## config.mk

```make
export PLATFORM = sky130hd
export DESIGN_NAME = tff_driver
export DESIGN_NICKNAME = d
export VERILOG_FILES = /design/src/rtl/tff_driver.sv
export SDC_FILE = /design/constraint.sdc
export NUM_CORES = 1
export LEC_CHECK = 0
export CAP_MARGIN = 25
export CELL_PAD_IN_SITES_DETAIL_PLACEMENT = 1
export CELL_PAD_IN_SITES_GLOBAL_PLACEMENT = 2
export CORE_MARGIN = 2
export CORE_UTILIZATION = 33
export CTS_CLUSTER_SIZE = 40
export DETAILED_ROUTE_END_ITERATION = 8
export GPL_TIMING_DRIVEN = 0
export PLACE_DENSITY = 0.74
export SYNTH_ARGS = -nofsm -noshare
export SYNTH_HDL_FRONTEND = slang
export SYNTH_SLANG_ARGS = --single-unit
```

## constraint.sdc

```tcl
create_clock -name clk -period 2.05 [get_ports clk]
set_input_delay 0.3075 -clock clk [delete_from_list [all_inputs] [get_ports clk]]
set_output_delay 0.3075 -clock clk [all_outputs]
set_load 0.01 [all_outputs]
```

## src/rtl/tff_driver.sv

```systemverilog
// tff_driver: sequences write pulses (WE) and a read window (RE) for an
// attached ring-segment tff, decodes the first ring position where out is
// seen high, reports carry/miss, then clears the tff for one cycle.
// Optional build macro TFF_DRIVER_SYNC_EN: adds a two-flop synchronizer on
// out/carry and stretches the sample window by the synchronizer latency so
// the decoded index is unchanged.
module tff_driver #(
    parameter int RING_SEGS = 59,
    parameter int WIDTH     = 6
) (
    input  logic             clk,
    input  logic             rstb,
    input  logic             wr_req,
    input  logic [WIDTH-1:0] wr_data,
    input  logic             rd_req,
    output logic             busy,
    output logic             rd_valid,
    output logic [WIDTH-1:0] rd_data,
    output logic             rd_carry,
    output logic             rd_miss,
    output logic             WE,
    output logic             RE,
    output logic             tff_rstb,
    input  logic             out,
    input  logic             carry
);

`ifdef TFF_DRIVER_SYNC_EN
    localparam int LAT = 2;
`else
    localparam int LAT = 0;
`endif
    // Last value of the window counter; the counter must also hold LAST_IDX+1.
    localparam int LAST_IDX = RING_SEGS - 1 + LAT;
    localparam int CW       = $clog2(LAST_IDX + 2);

    typedef enum logic [2:0] {
        S_IDLE  = 3'd0,
        S_WRITE = 3'd1,
        S_GAP   = 3'd2,
        S_READ  = 3'd3,
        S_CLEAR = 3'd4
    } state_t;

    state_t           r_state;
    state_t           w_nxt_state;
    logic [WIDTH-1:0] r_wr_cnt;
    logic [CW-1:0]    r_idx;
    logic [CW-1:0]    w_nxt_idx;
    logic             w_re_nxt;

    logic             r_found;
    logic [WIDTH-1:0] r_pos;
    logic             r_seen_car;

    logic             w_out;
    logic             w_car;
    logic             w_smp_en;
    logic [WIDTH-1:0] w_smp_idx;
    logic             w_found_fin;
    logic [WIDTH-1:0] w_pos_fin;
    logic             w_car_fin;

    logic             r_busy;
    logic             r_valid;
    logic [WIDTH-1:0] r_rd_data;
    logic             r_rd_carry;
    logic             r_rd_miss;
    logic             r_we;
    logic             r_re;
    logic             r_trst;

`ifdef TFF_DRIVER_SYNC_EN
    logic [1:0] r_out_sync;
    logic [1:0] r_car_sync;

    // Two-flop synchronizer for the asynchronous tff outputs.
    always_ff @(posedge clk or negedge rstb) begin
        if (!rstb) begin
            r_out_sync <= 2'b00;
            r_car_sync <= 2'b00;
        end else begin
            r_out_sync <= {r_out_sync[0], out};
            r_car_sync <= {r_car_sync[0], carry};
        end
    end

    assign w_out     = r_out_sync[1];
    assign w_car     = r_car_sync[1];
    // The first LAT window cycles still carry pre-window samples.
    assign w_smp_en  = (r_state == S_READ) && (r_idx >= CW'(LAT));
    assign w_smp_idx = WIDTH'(r_idx - CW'(LAT));
`else
    assign w_out     = out;
    assign w_car     = carry;
    assign w_smp_en  = (r_state == S_READ);
    assign w_smp_idx = WIDTH'(r_idx);
`endif

    // Result as it stands including the sample taken at the coming edge.
    assign w_found_fin = r_found | (w_smp_en & w_out);
    assign w_pos_fin   = r_found ? r_pos :
                         ((w_smp_en & w_out) ? w_smp_idx : {WIDTH{1'b0}});
    assign w_car_fin   = r_seen_car | (w_smp_en & w_car);

    // Next-state, next window index and next RE level.
    always_comb begin
        w_nxt_state = r_state;
        w_nxt_idx   = {CW{1'b0}};
        w_re_nxt    = 1'b0;
        case (r_state)
            S_IDLE: begin
                if (wr_req) begin
                    if (wr_data != {WIDTH{1'b0}}) begin
                        w_nxt_state = S_WRITE;
                    end else begin
                        w_nxt_state = S_GAP;
                    end
                end else if (rd_req) begin
                    w_nxt_state = S_READ;
                end else begin
                    w_nxt_state = S_IDLE;
                end
            end
            S_WRITE: begin
                if (r_wr_cnt == WIDTH'(1)) begin
                    w_nxt_state = S_GAP;
                end else begin
                    w_nxt_state = S_WRITE;
                end
            end
            S_GAP:   w_nxt_state = S_IDLE;
            S_READ: begin
                if (r_idx == CW'(LAST_IDX)) begin
                    w_nxt_state = S_CLEAR;
                end else begin
                    w_nxt_state = S_READ;
                end
            end
            S_CLEAR: w_nxt_state = S_IDLE;
            default: w_nxt_state = S_IDLE;
        endcase
        if (r_state == S_READ) begin
            w_nxt_idx = r_idx + CW'(1);
        end else begin
            w_nxt_idx = {CW{1'b0}};
        end
        if ((w_nxt_state == S_READ) && (w_nxt_idx < CW'(RING_SEGS))) begin
            w_re_nxt = 1'b1;
        end else begin
            w_re_nxt = 1'b0;
        end
    end

    // State register, write-length counter and window counter.
    always_ff @(posedge clk or negedge rstb) begin
        if (!rstb) begin
            r_state  <= S_IDLE;
            r_wr_cnt <= {WIDTH{1'b0}};
            r_idx    <= {CW{1'b0}};
        end else begin
            r_state <= w_nxt_state;
            r_idx   <= w_nxt_idx;
            if ((r_state == S_IDLE) && wr_req) begin
                r_wr_cnt <= wr_data;
            end else if (r_state == S_WRITE) begin
                r_wr_cnt <= r_wr_cnt - WIDTH'(1);
            end else begin
                r_wr_cnt <= r_wr_cnt;
            end
        end
    end

    // Window accumulators: first-hit position and sticky carry.
    always_ff @(posedge clk or negedge rstb) begin
        if (!rstb) begin
            r_found    <= 1'b0;
            r_pos      <= {WIDTH{1'b0}};
            r_seen_car <= 1'b0;
        end else if (r_state == S_READ) begin
            r_found    <= w_found_fin;
            r_pos      <= w_pos_fin;
            r_seen_car <= w_car_fin;
        end else begin
            r_found    <= 1'b0;
            r_pos      <= {WIDTH{1'b0}};
            r_seen_car <= 1'b0;
        end
    end

    // Registered control outputs, aligned with the state they belong to.
    always_ff @(posedge clk or negedge rstb) begin
        if (!rstb) begin
            r_busy  <= 1'b0;
            r_valid <= 1'b0;
            r_we    <= 1'b0;
            r_re    <= 1'b0;
            r_trst  <= 1'b0;
        end else begin
            r_busy  <= (w_nxt_state != S_IDLE);
            r_valid <= (w_nxt_state == S_CLEAR);
            r_we    <= (w_nxt_state == S_WRITE);
            r_re    <= w_re_nxt;
            r_trst  <= (w_nxt_state != S_CLEAR);
        end
    end

    // Read results, loaded as the window closes and held until the next one.
    always_ff @(posedge clk or negedge rstb) begin
        if (!rstb) begin
            r_rd_data  <= {WIDTH{1'b0}};
            r_rd_carry <= 1'b0;
            r_rd_miss  <= 1'b0;
        end else if ((r_state == S_READ) && (w_nxt_state == S_CLEAR)) begin
            r_rd_data  <= w_pos_fin;
            r_rd_carry <= w_car_fin;
            r_rd_miss  <= ~w_found_fin;
        end else begin
            r_rd_data  <= r_rd_data;
            r_rd_carry <= r_rd_carry;
            r_rd_miss  <= r_rd_miss;
        end
    end

    assign busy     = r_busy;
    assign rd_valid = r_valid;
    assign rd_data  = r_rd_data;
    assign rd_carry = r_rd_carry;
    assign rd_miss  = r_rd_miss;
    assign WE       = r_we;
    assign RE       = r_re;
    assign tff_rstb = r_trst;

endmodule

```

* After elaboration in Yosys (flattened, before gate mapping)
Cells that the tools add are included.
Word-level totals: bits of input ports 12, output and inout port bits 13, register bits after elaboration 36, word-level logic and storage cells 52
Cells by class: mux-type cells 15, add/subtract/negate cells 2, order comparisons 1, eq/ne operators 8, reductions and logical operators 7, bitwise operators 5
Operator list (number):
- two-way mux 6 bit | 6
- case mux 3 bit (3 select lines) | 1
- two-way mux 2 bit | 4
- adder 6 x 1 -> 6 bit (second input constant) | 1
- == test 3 x 1 -> 1 bit (second input constant) | 2
- == test 3 x 2 -> 1 bit (second input constant) | 2
- == test 6 x 1 -> 1 bit (second input constant) | 1
- == test 6 bit (second input constant) | 1
- < comparator 6 bit (second input constant) | 1
- nonzero test 6 bit | 1
- subtractor 6 x 1 -> 6 bit (second input constant) | 1
- == test 3 bit (second input constant) | 1
- logical AND 1 bit | 3
- zero test 3 bit | 1
- two-way mux 1 bit | 3
- two-way mux 3 bit | 1
- inequality test 3 bit (second input constant) | 1
- nonzero test 3 bit | 1
- AND 1 bit | 2
- OR 1 bit | 2
- nonzero test 2 bit | 1
- inverter 1 bit | 1

* Logic depth before layout (Yosys ltp)
word-level depth 7, depth in mapped cells 8, depth with buffers taken out 7

* Least setup slack after synthesis
Ideal clock, no wire load.
path type reg-to-reg, start point register r_idx[0], end point register r_we, in the netlist WE, path slack 0.358 ns, period minus slack after synthesis 1.692 ns, arrival 1.562 ns, required time 1.920 ns, path buffers 1, cell stages (with the launch flop) 8, setup time 0.130 ns, cells stage by stage dfrtp_1 clkbuf_1 inv_1 ha_1 nand2_1 or3_1 a221oi_2 nor2_1
Between the ends: word-level cells in the longest chain between the ends 4
Ends and longest elaborated chain:
- start: declaration | line 48 | logic [CW-1:0] r_idx;
- start signal: assignment | line 160 | r_idx <= {CW{1'b0}};
- start signal: assignment | line 163 | r_idx <= w_nxt_idx;
- == test 6 bit | line 134 | if (r_idx == CW'(LAST_IDX)) begin
- two-way mux 3 bit | line 134
- case mux 3 bit (3 select lines) | line 111 | case (r_state)
- == test 3 x 1 -> 1 bit | line 202 | r_we <= (w_nxt_state == S_WRITE);
- end signal: assignment | line 202
- end: declaration | line 69 | logic r_we;
Every way passes these cells. A chain may end at the register's enable or synchronous reset.

* Final worst setup path
Ends and elaborated chain as after synthesis.

==> results.json <==
{
  "cts_sinks": 36,
  "die_h_um": 77.3,
  "drc_errors": 0,
  "avgSynthCellArea_um2": 10.5,
  "num_rows": 26,
  "yosysTopAreaCell": "dfrtp_1",
  "fin_nets": 216,
  "hold_violations": 0,
  "crit_type": "flip-flop to flip-flop",
  "synthCells": 169,
  "synth_top_cells_by_area": "dfrtp_1 (51%), nor2_1 (6.4%), a21oi_1 (3.1%)",
  "rr_endpoint": "WE$_DFF_PN0_",
  "place.gp.congestion": 0.802,
  "clkTransAtPathRegs_ns": 0.07,
  "synthArstFlopShare_pct": 100,
  "gr-total-overflow": 0,
  "fp.dieW_um": 77.3,
  "dr.first_iter.drc_count": 42,
  "seq_area_frac_synth_pct": 50.8,
  "wire_per_inst_um": 15.9,
  "post-route-period-util_pct": 93.5,
  "finalWirelength_um": 4320,
  "dpl.cell_count": 263,
  "ys.warnings.count": 0,
  "period_needed_ns": 1.92,
  "drt-pass1-iter-count": 4,
  "start_kind": "flip-flop",
  "grt_pass1_wl_um": 7420,
  "cp_data_required_time_ns": 2.21,
  "slew_headroom_pct": 45.6,
  "power_density_nw_per_um2": 1050,
  "final_cells": 271,
  "rsz0062_at_grt": "no",
  "ys.flop_type": "dfrtp_1",
  "synth_cell_types": 47,
  "fin_setup_tns_ns": 0,
  "drive_above_1_share_pct": 12.9,
  "cts_buffers": 5,
  "endpoint_kind": "flip-flop",
  "port_buffers": 24,
  "utilization_pct": 42.7,
  "synth_edf_count": 0,
  "fp.dieArea_um2": 5970,
  "synth.top_cells.by_count": "dfrtp_1 (36), nor2_1 (30), a21oi_1 (11), inv_1 (8), nand2_1 (7)",
  "synth_nets": 185,
  "cp_slowest_cell": "or3_1",
  "syn2layout_area_growth_pct": 23.9,
  "grt_pass1_vias": 1475,
  "r2r-start": "r_idx[0]$_DFF_PN0_",
  "startpoint": "r_idx[0]$_DFF_PN0_",
  "antenna_cells": 0,
  "reg2regPathDepth": 7,
  "maxCapViolCount": 0,
  "rrSetupSlack_ns": 0.13,
  "route.vias.total": 1380,
  "top_level_ports": 25,
  "synth_top_area_share_pct": 50.8,
  "h-tree-depth": 2,
  "finalClockSkew_ns": 0.00357,
  "cts_buffer_depth": 2,
  "ir_worst_vdd_v": 0.000310,
  "antenna_found_initial": 0,
  "root_buffer": "clkbuf_8",
  "whs_ns": 0.115,
  "gr-usage-all-layers_pct": 15.8,
  "critPathMaxFanout": 8,
  "worstMarginPinSlew_ns": 0.816,
  "core_area_um2": 5140,
  "setup_viol": 0,
  "crit_path_max_incr_delay_ns": 0.41,
  "grt_max_degree": 37,
  "crit_arrival_ns": 2.08,
  "slew_violations": 0,
  "crit_chain": "clkbuf_1 -> inv_1 -> ha_1 -> nand2_1 -> or3_1 -> a221oi_4 -> nor2_1",
  "syn_area_um2": 1770,
  "synth-seq-cells": 36,
  "drt.antenna.violating_nets": 0,
  "hpwlAfterDp_um": 3080,
  "clk-insertion-delay-late_ns": 0.28,
  "p_leak_uw": 0.000898,
  "vias_per_cell": 5.09,
  "synth_most_common_cell": "dfrtp_1",
  "start_util_pct": 34.5,
  "hold_class": "input port to async pin",
  "tritoncts": "built",
  "max_freq_ghz": 0.522,
  "cts_setup_buffers": 0,
  "status": "finished, final reports clean"
}
[stage by stage]
| stage | area [µm²] | setup WS (ns) | total power, µW |
|---|---|---|---|
| floorplan | 1770 | 0.358 | 1510 |
| global placement | 2100 | -0.179 | 1750 |
| detailed placement | 2090 | 0.0541 | 1780 |
| CTS | 2180 | 0.0883 | 2310 |
| global route | 2200 | 0.00993 | 2500 |
| finish | 2200 | 0.134 | 2300 |
[placed cells by master, fill, tap and decap left out, drive strengths merged, types with 2 or more instances in the layout]
master / Yosys / routed
nor3b: 3 / 3
nor4: 3 / 3
or3: 3 / 3
a221oi: 2 / 2
a21oi: 13 / 13
nor2: 31 / 31
inv: 9 / 9
o31ai: 2 / 2
xor2: 2 / 2
o21ai: 6 / 6
dfrtp: 36 / 36
nand2: 8 / 8
nand3: 4 / 4
ha: 4 / 4
nor2b: 2 / 2
a32oi: 6 / 6
mux2i: 3 / 3
a211oi: 2 / 2
clkdlybuf4s50: 0 / 23
a221o: 3 / 3
a22oi: 3 / 3
buf: 4 / 5
clkbuf: 6 / 14
[area by class of cell]
cell class,count,area (µm²)
Sequential cell,36,901
Inverter,9,33.8
Buffer,10,56.3
Fill cell,610,2940
Tap cell,70,87.6
Clock buffer,8,90.1
Multi-Input combinational cell,114,792
Timing Repair Buffer,24,235
[state kept, by name, summed over array words and instances, names as in the netlist]
register,cells
rd_carry,1
WE,1
r_pos,6
RE,1
r_seen_car,1
tff_rstb,1
r_idx,6
busy,1
rd_valid,1
r_state,3
r_found,1
rd_data,6
rd_miss,1
r_wr_cnt,6
[report_power, final]
part	total, µW	internal, µW	leakage (µW)	switching (µW)
clock	521	274	0.0000455	247
sequential	939	831	0.000434	109
combinational	844	367	0.000418	478
total	2300	1470	0.000898	833
[worst max-delay path: cells and delay by family (launching register included)]
| kind | cells | cell delay, ns |
|---|---|---|
| adder cells (fa/ha/maj) | 1 | 0.14 |
| buffers and inverters | 2 | 0.28 |
| AND/OR/NAND/NOR | 3 | 0.61 |
| flip-flops | 1 | 0.38 |
| AO/OA/AOI/OAI | 1 | 0.38 |
[what timing repair did]
action,CTS,global route
gates resized for setup,0,1
hold buffers,0,0
endpoints found under the setup margin,0,2
[layer usage]
metal	global-route usage (%)	vias up	share of wire, %
li1	-	662	-
met1	19.7	688	45
met2	26.2	22	49
met3	4.24	8	3.5
met4	5.36	0	1.8
met5	0	-	0
[cell families after synthesis]
| group | after synthesis | synth area share [%] |
|---|---|---|
| AND/OR/NAND/NOR | 60 | 19.1 |
| AO/OA/AOI/OAI | 44 | 18.9 |
| flip-flops | 36 | 50.8 |
| buffers and inverters | 19 | 5.08 |
| adder cells (fa/ha/maj) | 4 | 2.82 |
| XOR/XNOR | 3 | 1.48 |
| multiplexers | 3 | 1.69 |
[worst max path at each step]
stage | cells past startpoint | to
floorplan | 7 | WE$_DFF_PN0_
global placement | 1 | rd_data[3]$_DFFE_PN0P_
detailed placement | 5 | r_wr_cnt[4]$_DFFE_PN0P_
CTS | 7 | WE$_DFF_PN0_
global route | 7 | WE$_DFF_PN0_
finish | 7 | WE$_DFF_PN0_
Power figures use the tool's default switching activity.
